### config.mk
export PLATFORM = sky130hd
export DESIGN_NAME = clk_div_ctrl
export DESIGN_NICKNAME = d
export VERILOG_FILES = /design/src/rtl/clk_div_ctrl.sv
export SDC_FILE = /design/constraint.sdc
export NUM_CORES = 1
export LEC_CHECK = 0
export BUFFER_PORTS_ARGS = -buffer_cell sky130_fd_sc_hd__buf_2
export CELL_PAD_IN_SITES_DETAIL_PLACEMENT = 1
export CELL_PAD_IN_SITES_GLOBAL_PLACEMENT = 1
export CORE_UTILIZATION = 39
export CTS_CLUSTER_DIAMETER = 100
export DETAILED_ROUTE_END_ITERATION = 8
export GPL_TIMING_DRIVEN = 0
export PLACE_DENSITY_LB_ADDON = 0.3
export SYNTH_ARGS = -nofsm -noshare
export SYNTH_HDL_FRONTEND = slang
export SYNTH_SLANG_ARGS = --single-unit
export TNS_END_PERCENT = 5
### constraint.sdc
create_clock -name clk -period 6.4 [get_ports clk]
set_input_delay 1.28 -clock clk [delete_from_list [all_inputs] [get_ports clk]]
set_output_delay 1.28 -clock clk [all_outputs]
set_load 0.01 [all_outputs]
### src/rtl/clk_div_ctrl.sv
// clk_div_ctrl: runtime-programmable clock divider.
// Produces a divided clock (clk_out) and a one-cycle enable strobe (clk_en)
// every div_cur input cycles. New ratios arrive through a valid/ready
// handshake. Ratio changes and stops take effect only on a period boundary,
// so clk_out never shows a runt phase.
//
// Ports:
//   clk        system clock, rising edge
//   reset      synchronous, active-high reset
//   enable     1 = run, 0 = stop at the next period boundary
//   cfg_valid  a ratio is offered on cfg_div
//   cfg_div    requested divide ratio (0 is rejected)
//   cfg_ready  a ratio can be accepted this cycle
//   cfg_err    one-cycle pulse after a zero ratio was accepted and dropped
//   clk_out    divided clock (flop output)
//   clk_en     one strobe per period, in the last cycle (flop output)
//   div_cur    ratio currently in effect
//   running    high in RUN or DRAIN
//
// state | meaning
// ------+---------------------------------------------------------
// IDLE  | counter stopped, outputs low, ratio writes apply at once
// RUN   | counting
// DRAIN | enable dropped, finishing the current period
module clk_div_ctrl #(
   parameter int CNT_W       = 8,
   parameter int DEFAULT_DIV = 4
) (
   input  logic             clk,
   input  logic             reset,
   input  logic             enable,
   input  logic             cfg_valid,
   input  logic [CNT_W-1:0] cfg_div,
   output logic             cfg_ready,
   output logic             cfg_err,
   output logic             clk_out,
   output logic             clk_en,
   output logic [CNT_W-1:0] div_cur,
   output logic             running
);

   typedef enum logic [1:0] {IDLE, RUN, DRAIN} state_t;

   localparam logic [CNT_W-1:0] ONE  = CNT_W'(1);
   localparam logic [CNT_W-1:0] ZERO = '0;

   state_t           state, state_nxt;
   logic [CNT_W-1:0] cnt, cnt_nxt;
   logic [CNT_W-1:0] div_nxt;
   logic             pend_valid, pend_valid_nxt;
   logic [CNT_W-1:0] pend_div, pend_div_nxt;
   logic             err_nxt;
   logic             clk_out_nxt;
   logic             clk_en_nxt;
   logic             boundary;
   logic             xfer;

   assign cfg_ready = ~pend_valid;
   assign running   = (state != IDLE);

   always_ff @(posedge clk) begin
      if (reset) begin
         state      <= IDLE;
         cnt        <= ZERO;
         div_cur    <= CNT_W'(DEFAULT_DIV);
         pend_valid <= 1'b0;
         pend_div   <= ZERO;
         cfg_err    <= 1'b0;
         clk_out    <= 1'b0;
         clk_en     <= 1'b0;
      end else begin
         state      <= state_nxt;
         cnt        <= cnt_nxt;
         div_cur    <= div_nxt;
         pend_valid <= pend_valid_nxt;
         pend_div   <= pend_div_nxt;
         cfg_err    <= err_nxt;
         clk_out    <= clk_out_nxt;
         clk_en     <= clk_en_nxt;
      end
   end

   always_comb begin
      state_nxt      = state;
      cnt_nxt        = cnt;
      div_nxt        = div_cur;
      pend_valid_nxt = pend_valid;
      pend_div_nxt   = pend_div;
      err_nxt        = 1'b0;
      boundary       = (cnt == (div_cur - ONE));
      xfer           = cfg_valid & cfg_ready;

      case (state)
         IDLE: begin
            cnt_nxt = ZERO;
            if (enable) state_nxt = RUN;
         end
         RUN: begin
            if (boundary) begin
               cnt_nxt = ZERO;
               if (!enable) state_nxt = IDLE;
            end else begin
               cnt_nxt = cnt + ONE;
               if (!enable) state_nxt = DRAIN;
            end
         end
         DRAIN: begin
            if (boundary) begin
               cnt_nxt   = ZERO;
               state_nxt = enable ? RUN : IDLE;
            end else begin
               cnt_nxt = cnt + ONE;
               if (enable) state_nxt = RUN;
            end
         end
         default: begin
            state_nxt = IDLE;
            cnt_nxt   = ZERO;
         end
      endcase

      // A pending ratio was latched in an earlier cycle, so applying it at
      // this boundary never uses a value accepted in the boundary itself.
      // In IDLE (reached via a boundary that ended the period) it applies
      // immediately.
      if (pend_valid && (state == IDLE || boundary)) begin
         div_nxt        = pend_div;
         pend_valid_nxt = 1'b0;
      end

      if (xfer) begin
         if (cfg_div == ZERO) begin
            err_nxt = 1'b1;
         end else if (state == IDLE) begin
            div_nxt = cfg_div;
         end else begin
            pend_valid_nxt = 1'b1;
            pend_div_nxt   = cfg_div;
         end
      end

      // Outputs are registered from next-cycle values so each cycle's
      // outputs match that cycle's cnt.
      if (state_nxt == IDLE) begin
         clk_out_nxt = 1'b0;
         clk_en_nxt  = 1'b0;
      end else begin
         clk_out_nxt = (cnt_nxt >= (div_nxt >> 1));
         clk_en_nxt  = (cnt_nxt == (div_nxt - ONE));
      end
   end

endmodule

== Word-level counts from Yosys, hierarchy flattened ==
Index checks and enable logic that the tools add are counted.

* Input bits: 12
* Logic and storage cells: 49
* Register bits after elaboration: 30

* Magnitude comparators: 1
* Multiplexer cells: 18
* Reduce and logical (&&, ||, !) cells: 10
* Bitwise gates (word level): 5
* Eq/ne operators: 4
* Add/subtract/negate cells: 3

{| class="wikitable"
|+ Operator list
! cell !! number
|-
| two-way mux 8 bit || 6
|-
| equality test 8 bit || 2
|-
| subtractor 8 x 1 -> 8 bit (second input constant) || 2
|-
| two-way mux 2 bit || 5
|-
| adder 8 x 1 -> 8 bit (second input constant) || 1
|-
| >= comparator 8 x 7 -> 1 bit || 1
|-
| zero test 8 bit || 1
|-
| two-way mux 1 bit || 6
|-
| case mux 2 bit (3 select lines) || 1
|-
| OR reduction 2 bit || 3
|-
| zero test 2 bit || 2
|-
| NOT 1 bit || 4
|-
| AND reduction 3 bit || 1
|-
| equality test 2 x 1 -> 1 bit (second input constant) || 1
|-
| equality test 2 bit (second input constant) || 1
|-
| nonzero test 2 bit || 1
|-
| AND 1 bit || 1
|-
| logical AND 1 bit || 1
|-
| logical OR 1 bit || 1
|}

== Logic depth before layout (Yosys ltp) ==
Gate-level depths: netlist of the first run.

* Depth in word-level cells: 10
* Depth in mapped cells: 19
* Depth with buffers taken out: 19

== Worst setup path after synthesis of the first run ==
OpenSTA, ideal clock, no wires.

* Kind: input port to flip-flop
* Start: input port cfg_div[0]
* End: register clk_out
* Required time: 6278 ps
* Stages: 15
* Slack: 2681 ps
* Arrival time: 3598 ps
* Library setup time: 122 ps
* Cells stage by stage: nor4_1 -> a21oi_1 -> and2_1 -> clkbuf_1 -> a211oi_1 -> mux2i_1 -> o21ai_1 -> ha_1 -> nor2b_1 -> o21ai_0 -> nand2b_1 -> a21oi_1 -> nor2b_1 -> o21ai_0 -> a21oi_1

* Word-level cells in the longest chain between the ends: 4

{| class="wikitable"
|+ Ends and longest elaborated chain
! what !! line !! source
|-
| start, declared || 33 || <nowiki>input logic [CNT_W-1:0] cfg_div,</nowiki>
|-
| zero test 8 bit || 132 || <nowiki>if (cfg_div == ZERO) begin</nowiki>
|-
| two-way mux 8 bit || 132 ||
|-
| two-way mux 8 bit || 131 || <nowiki>if (xfer) begin</nowiki>
|-
| >= comparator 8 x 7 -> 1 bit || 148 || <nowiki>clk_out_nxt = (cnt_nxt >= (div_nxt >> 1));</nowiki>
|-
| end signal, assigned || 78 || <nowiki>clk_out <= clk_out_nxt;</nowiki>
|-
| end, declared || 36 || <nowiki>output logic clk_out,</nowiki>
|}

Every way passes these cells.
A chain may end at the register's enable or synchronous reset.

== Worst setup path in the final report of the first run ==
* Start: input port cfg_div[0]
* End: register clk_en

* Word-level cells in the longest chain between the ends: 5
* Elaborated cells on any way between the ends: 6
* Classes of those cells: 1 x add/sub; 1 x eq/ne; 3 x mux; 1 x reduce/logical

{| class="wikitable"
|+ Ends and longest elaborated chain
! what !! line !! source
|-
| zero test 8 bit / two-way mux 8 bit (equally long branches) || 132, 134 ||
|-
| two-way mux 8 bit * || 132 ||
|-
| two-way mux 8 bit * || 131 ||
|-
| subtractor 8 x 1 -> 8 bit * || 149 || <nowiki>clk_en_nxt = (cnt_nxt == (div_nxt - ONE));</nowiki>
|-
| equality test 8 bit * || 149 ||
|-
| end signal, assigned || 79 || <nowiki>clk_en <= clk_en_nxt;</nowiki>
|-
| end, declared || 37 || <nowiki>output logic clk_en,</nowiki>
|}

Mark *: on every way between the ends. The rest lies on a longest branch, timed or not.

==> impl_metrics.env, run 1 <==
export IMPL_period_needed_ps=4290
export IMPL_clock_latency_ps=280
export IMPL_critPathSlowestCell="o211ai_1"
export IMPL_ctsResizeCount=0
export IMPL_path_clk_slew_ps=70
export IMPL_synth_area_per_cell_um2=8.41
export IMPL_rsz0062_at_grt="false"
export IMPL_dieArea_um2=5970
export IMPL_p_seq_share_pct=37.0
export IMPL_drt_initial_drc_count=74
export IMPL_post_cts_buffers=0
export IMPL_drive_gt1_share_pct=17.6
export IMPL_ys_seq_area_share_pct=27.2
export IMPL_start_kind="input port"
export IMPL_via_count=2072
export IMPL_peakVddDrop_v=0.0000711
export IMPL_ctsHoldBuffers=0
export IMPL_cp_startpoint="cfg_div[0]"
export IMPL_critPathKind="input port to flip-flop"
export IMPL_die_y_um=77.3
export IMPL_p_leak_nw=0.982
export IMPL_fin_hold_ws_ps=501
export IMPL_power_w=0.000597
export IMPL_nets=321
export IMPL_grt_pass1_vias=2052
export IMPL_combPwrFrac_pct=36.5
export IMPL_max_slew_worst_pin_slew_ps=853
export IMPL_path_common_cell="nand2_1"
export IMPL_worstSetupEndpointType="flip-flop"
export IMPL_setup_viol=0
export IMPL_synth_top_area_cell="dfxtp_1"
export IMPL_crit_buf_inv=2
export IMPL_synth_fp_nets=290
export IMPL_cp_data_required_time_ps=6600
export IMPL_relSlewSlack_pct=42.9
export IMPL_cts_root_buffer="clkbuf_8"
export IMPL_intPower_w=0.000374
export IMPL_worstHoldStart="pend_div[6]$_SDFFE_PP0P_"
export IMPL_clockBufferDepth=2
export IMPL_first_pass_iters=4
export IMPL_wl_per_cell_um=17.3
export IMPL_start_util_pct=40.4
export IMPL_synthToLayoutAreaGrowth_pct=13.6
export IMPL_slew_viol_final=0
export IMPL_core_area_um2=5470
export IMPL_finalWirelength_um=6350
export IMPL_design_area_um2=2510
export IMPL_crit_fanout=9
export IMPL_hold_class="flip-flop to flip-flop"
export IMPL_timing_fmax_mhz=233
export IMPL_grt_max_degree=11
export IMPL_p_sw_w=0.000223
export IMPL_maxCapViolCount=0
export IMPL_netlist_instances=263
export IMPL_async_flop_share_pct=0
export IMPL_status="finished, final reports clean"
export IMPL_syn_area_um2=2210
export IMPL_netlist_cell_type_count=59
export IMPL_synth_edf_count=0
export IMPL_cpLargestDelayFamily="compound AO/OA/AOI/OAI gates"
export IMPL_ys_ff_latch=30
export IMPL_htree_levels=2
export IMPL_cts_inserted_buffers=5
export IMPL_clock_sinks=30
export IMPL_cts_tree="yes"
export IMPL_ant_nets=0
export IMPL_finalWeightedCongestion=0.827
export IMPL_sw_frac_of_total_pct=37.4
export IMPL_slowest_delay_ps=540
export IMPL_hold_viol=0
export IMPL_synthTopCellsByArea="dfxtp_1 (27%), ha_1 (8.5%), mux2i_1 (5.4%)"
export IMPL_clock_skew_final_ps=5.90
export IMPL_boundaryPins=25
export IMPL_placedInstanceArea_um2=2420
export IMPL_track_usage_pct=22.2
export IMPL_die_w_um=77.3
export IMPL_worstPathArrival_ps=4490
export IMPL_num_antenna_cells=0
export IMPL_p_clk_share_pct=26.5
export IMPL_synth_flop_cell="dfxtp_1"
export IMPL_path_cells="buf_2 -> nor4_1 -> a21oi_1 -> nand2_1 -> nand2_1 -> o211ai_1 -> inv_1 -> ha_1 -> xnor2_1 -> a2111oi_0 -> o21ai_0 -> a311oi_1"
export IMPL_r2r_start="div_cur[0]$_SDFF_PP0_"
export IMPL_hpwl_um=5070
export IMPL_grt_overflow=0
export IMPL_numPortBuffers=24
export IMPL_rows=27
export IMPL_drc=0
export IMPL_power_density_nw_per_um2=237
export IMPL_antenna_found_initial=0
export IMPL_period_share_pct=67.1
export IMPL_yosys_area_top_type_share_pct=27.2
export IMPL_vias_per_cell=5.65
export IMPL_setup_tns_ps=0
export IMPL_yosys_warnings=0
export IMPL_grt_pass1_wl_um=10100
[tightest hold or removal path, cell delays in order, from the launching register on]
cell and delay [ps]:
dfxtp_1 320, mux2i_1 70, nor2_1 70
[metrics by stage]
stage	util, %	instances	worst slack (ps)
after global routing	45.9	367	1700
after global placement	44.2	359	1760
after detailed placement	44.2	359	1800
after floorplan	-	263	2680
final	45.9	367	2110
after CTS	45.9	367	2080
[flip-flops by register name, indices dropped and copies added (netlist names)]
name        count
cnt             8
div_cur         8
pend_div        8
state           2
cfg_err         1
clk_en          1
clk_out         1
pend_valid      1
[worst paths after layout]
| kind | end | slack (ps) | cells past startpoint |
|---|---|---|---|
| worst max-delay path | clk_en$_SDFF_PP0_ | 2110 | 12 |
| worst min-delay path | pend_div[6]$_SDFFE_PP0P_ | 500 | 2 |
| worst min register to register | pend_div[6]$_SDFFE_PP0P_ | 500 | 2 |
| worst max register to register | clk_en$_SDFF_PP0_ | 2180 | 14 |
[cell usage in the layout (no fill, tap or decap), drive strengths merged, types with 3 or more instances in the layout]
cell type and n:
nand2b 4, a31oi 3, inv 17, o211ai 6, o22ai 3, mux2 3
and3 5, nor2 32, and2 4, a211o 3, dfxtp 30, nor4 4
xnor2 12, nand3 7, ha 15, clkbuf 13, a211oi 7, nand2 12
nor3 15, a21oi 7, xor2 6, nor2b 5, nand4 3, o21ai 16
mux2i 12, buf 24
[cell type report]
class                   instances  area [um^2]
fillers                       689         2960
multi-input cells             210         1520
flip-flops and latches         30          601
repair buffers                 24          120
well taps                      72         90.1
clock buffers                   7         86.3
inverters                      17         63.8
plain buffers                   6         22.5
clock inverters                 1         5.00
[per-layer routing]
metal | part of all wire (%) | track usage [%]
met5 | 0 | 0
met3 | 1.6 | 3.69
met1 | 48 | 27.5
met2 | 48 | 38.3
met4 | 2.0 | 7.55
[synthesized netlist by cell type (2+ instances only)]
| library cell | count |
|---|---|
| mux2i_1 | 12 |
| o22ai_1 | 3 |
| nor2b_1 | 5 |
| mux2_2 | 3 |
| nor4_1 | 3 |
| o21ai_1 | 4 |
| xor2_1 | 6 |
| a21o_1 | 2 |
| nand2b_1 | 4 |
| o2111ai_1 | 2 |
| dfxtp_1 | 30 |
| o211ai_1 | 5 |
| a211o_1 | 2 |
| nor3_1 | 13 |
| nand2_1 | 12 |
| and3_1 | 5 |
| o21a_1 | 2 |
| clkbuf_1 | 6 |
| xnor2_1 | 12 |
| a21oi_1 | 6 |
| a211oi_2 | 2 |
| nor2_1 | 32 |
| and2_1 | 3 |
| ha_1 | 15 |
| a31oi_1 | 3 |
| nand3_1 | 7 |
| nand4_1 | 3 |
| a211oi_1 | 4 |
| inv_1 | 16 |
| o21ai_0 | 12 |
[power by group through the flow]
stage,combinational [W],sequential (W),clock [W]
floorplan,0.000160,0.000220,0
global placement,0.000212,0.000224,0
detailed placement,0.000219,0.000225,0
CTS,0.000220,0.000221,0.000161
global route,0.000241,0.000222,0.000168
finish,0.000218,0.000221,0.000158
[cell families after synthesis]
kind of cell    synth area share (%)
buf+inv                         3.90
mux                             6.96
compound gates                  23.1
flops                           27.2
xor+xnor                        7.13
simple gates                    23.3
fa+ha+maj                       8.49
(Power assumes the default switching activity.)
==> run 2: changes to the inputs <==
clock period = 4.1 ns   (was 6.4 ns; I/O delays follow)
==> impl_metrics.env, run 2 (synthesized netlist as in run 1, its figures left out) <==
export IMPL_ant_nets=0
export IMPL_cts_inserted_buffers=5
export IMPL_hpwl_um=5070
export IMPL_drt_initial_drc_count=95
export IMPL_grt_pass1_wl_um=10200
export IMPL_ctsHoldBuffers=0
export IMPL_die_w_um=77.3
export IMPL_peakVddDrop_v=0.000113
export IMPL_dieArea_um2=5970
export IMPL_worstSetupEndpointType="flip-flop"
export IMPL_htree_levels=2
export IMPL_wl_per_cell_um=17.6
export IMPL_setup_tns_ps=0
export IMPL_clockBufferDepth=2
export IMPL_finalWeightedCongestion=0.827
export IMPL_path_clk_slew_ps=70
export IMPL_p_leak_nw=1.01
export IMPL_grt_max_degree=11
export IMPL_fin_hold_ws_ps=504
export IMPL_cp_data_required_time_ps=4270
export IMPL_core_area_um2=5470
export IMPL_slew_viol_final=0
export IMPL_worstPathArrival_ps=3940
export IMPL_rsz0062_at_grt="false"
export IMPL_crit_fanout=6
export IMPL_via_count=2094
export IMPL_maxCapViolCount=0
export IMPL_status="finished, final reports clean"
export IMPL_mostFrequentLayoutCells="nor2_1 (32), dfxtp_1 (28), buf_2 (24), inv_1 (16), ha_1 (15)"
export IMPL_relSlewSlack_pct=41.9
export IMPL_vias_per_cell=5.64
export IMPL_num_antenna_cells=0
export IMPL_first_pass_iters=4
export IMPL_antenna_found_initial=0
export IMPL_cts_tree="yes"
export IMPL_start_kind="flip-flop"
export IMPL_period_needed_ps=3760
export IMPL_rows=27
export IMPL_finalWirelength_um=6530
export IMPL_hold_viol=0
export IMPL_period_share_pct=91.8
export IMPL_final_cells=371
export IMPL_dp_cells=359
export IMPL_nets=325
export IMPL_fin_util_pct=46.8
export IMPL_track_usage_pct=22.2
export IMPL_die_y_um=77.3
export IMPL_max_slew_worst_pin_slew_ps=868
export IMPL_timing_fmax_mhz=266
export IMPL_critPathKind="flip-flop to flip-flop"
export IMPL_final_common_cell="nor2_1"
export IMPL_power_w=0.000941
export IMPL_clock_sinks=30
export IMPL_clock_skew_final_ps=6.08
export IMPL_start_util_pct=40.4
export IMPL_boundaryPins=25
export IMPL_drc=0
export IMPL_synthToLayoutAreaGrowth_pct=15.9
export IMPL_setup_viol=0
export IMPL_power_density_nw_per_um2=367
export IMPL_drive_gt1_share_pct=19.7
export IMPL_grt_pass1_vias=2061
export IMPL_hold_class="flip-flop to flip-flop"
export IMPL_grt_overflow=0
export IMPL_numPortBuffers=24
export IMPL_cts_root_buffer="clkbuf_8"
export IMPL_clock_latency_ps=280
export IMPL_reg_top3="cnt (8), div_cur (8), pend_div (8)"
-- run 2: metrics by stage --
step,cell area (um^2),setup slack [ps]
after floorplan,2210,592
after global placement,2420,-155
after detailed placement,2420,-151
after CTS,2520,8.82
after global routing,2560,29.3
final,2560,336
-- run 2: layer usage --
layer | GRT usage [%] | up-vias | share of wire [%]
met5 | 0 | - | 0
met2 | 38.1 | 35 | 48
met1 | 27.6 | 1020 | 47
met3 | 3.69 | 12 | 2.4
li1 | - | 1027 | -
met4 | 8.30 | 0 | 2.4
-- run 2: timing repair --
item                       in CTS  in global routing
pin swaps                       1                  1
hold endpoints to repair        0                  0
buffers inserted                1                  3
resized for setup               0                  4
setup endpoints to repair       1                  2
-- run 2: path summary, 6_finish.rpt --
kind	start	endpoint	slack, ps	depth (start not counted)
worst max-delay path	div_cur[0]$_SDFF_PP0_	clk_out$_SDFF_PP0_	340	19
worst min-delay path	pend_div[0]$_SDFFE_PP0P_	pend_div[0]$_SDFFE_PP0P_	500	2
worst max register to register	div_cur[0]$_SDFF_PP0_	clk_out$_SDFF_PP0_	340	19
worst min register to register	pend_div[0]$_SDFFE_PP0P_	pend_div[0]$_SDFFE_PP0P_	500	2
-- run 2: worst max-delay path, stage by stage (launching register included) --
cell and delay [ps]:
dfxtp_2 440, inv_1 70, ha_1 210, xnor2_1 140
a211oi_1 330, o211ai_2 220, a211o_2 410, a21oi_4 240
o211a_4 230, inv_2 70, ha_1 270, nand2b_1 140
a21oi_1 140, nor2b_1 60, o21ai_0 140, nand2b_1 70
a21oi_1 140, nor2b_1 60, o21ai_0 180, a21oi_1 80
-- run 2: layout make-up --
cell class | instances | area [um^2]
Fill cell | 690 | 2910
Clock inverter | 1 | 5.00
Clock buffer | 7 | 86.3
Tap cell | 72 | 90.1
Timing Repair Buffer | 28 | 163
Multi-Input combinational cell | 210 | 1530
Sequential cell | 30 | 603
Buffer | 6 | 22.5
Inverter | 17 | 63.8
-- run 2: where the power goes --
part | switching, W | leakage, nW | internal (W)
sequential | 0.0000332 | 0.245 | 0.000312
combinational | 0.000207 | 0.714 | 0.000142
clock | 0.000112 | 0.0482 | 0.000135
total | 0.000352 | 1.01 | 0.000589
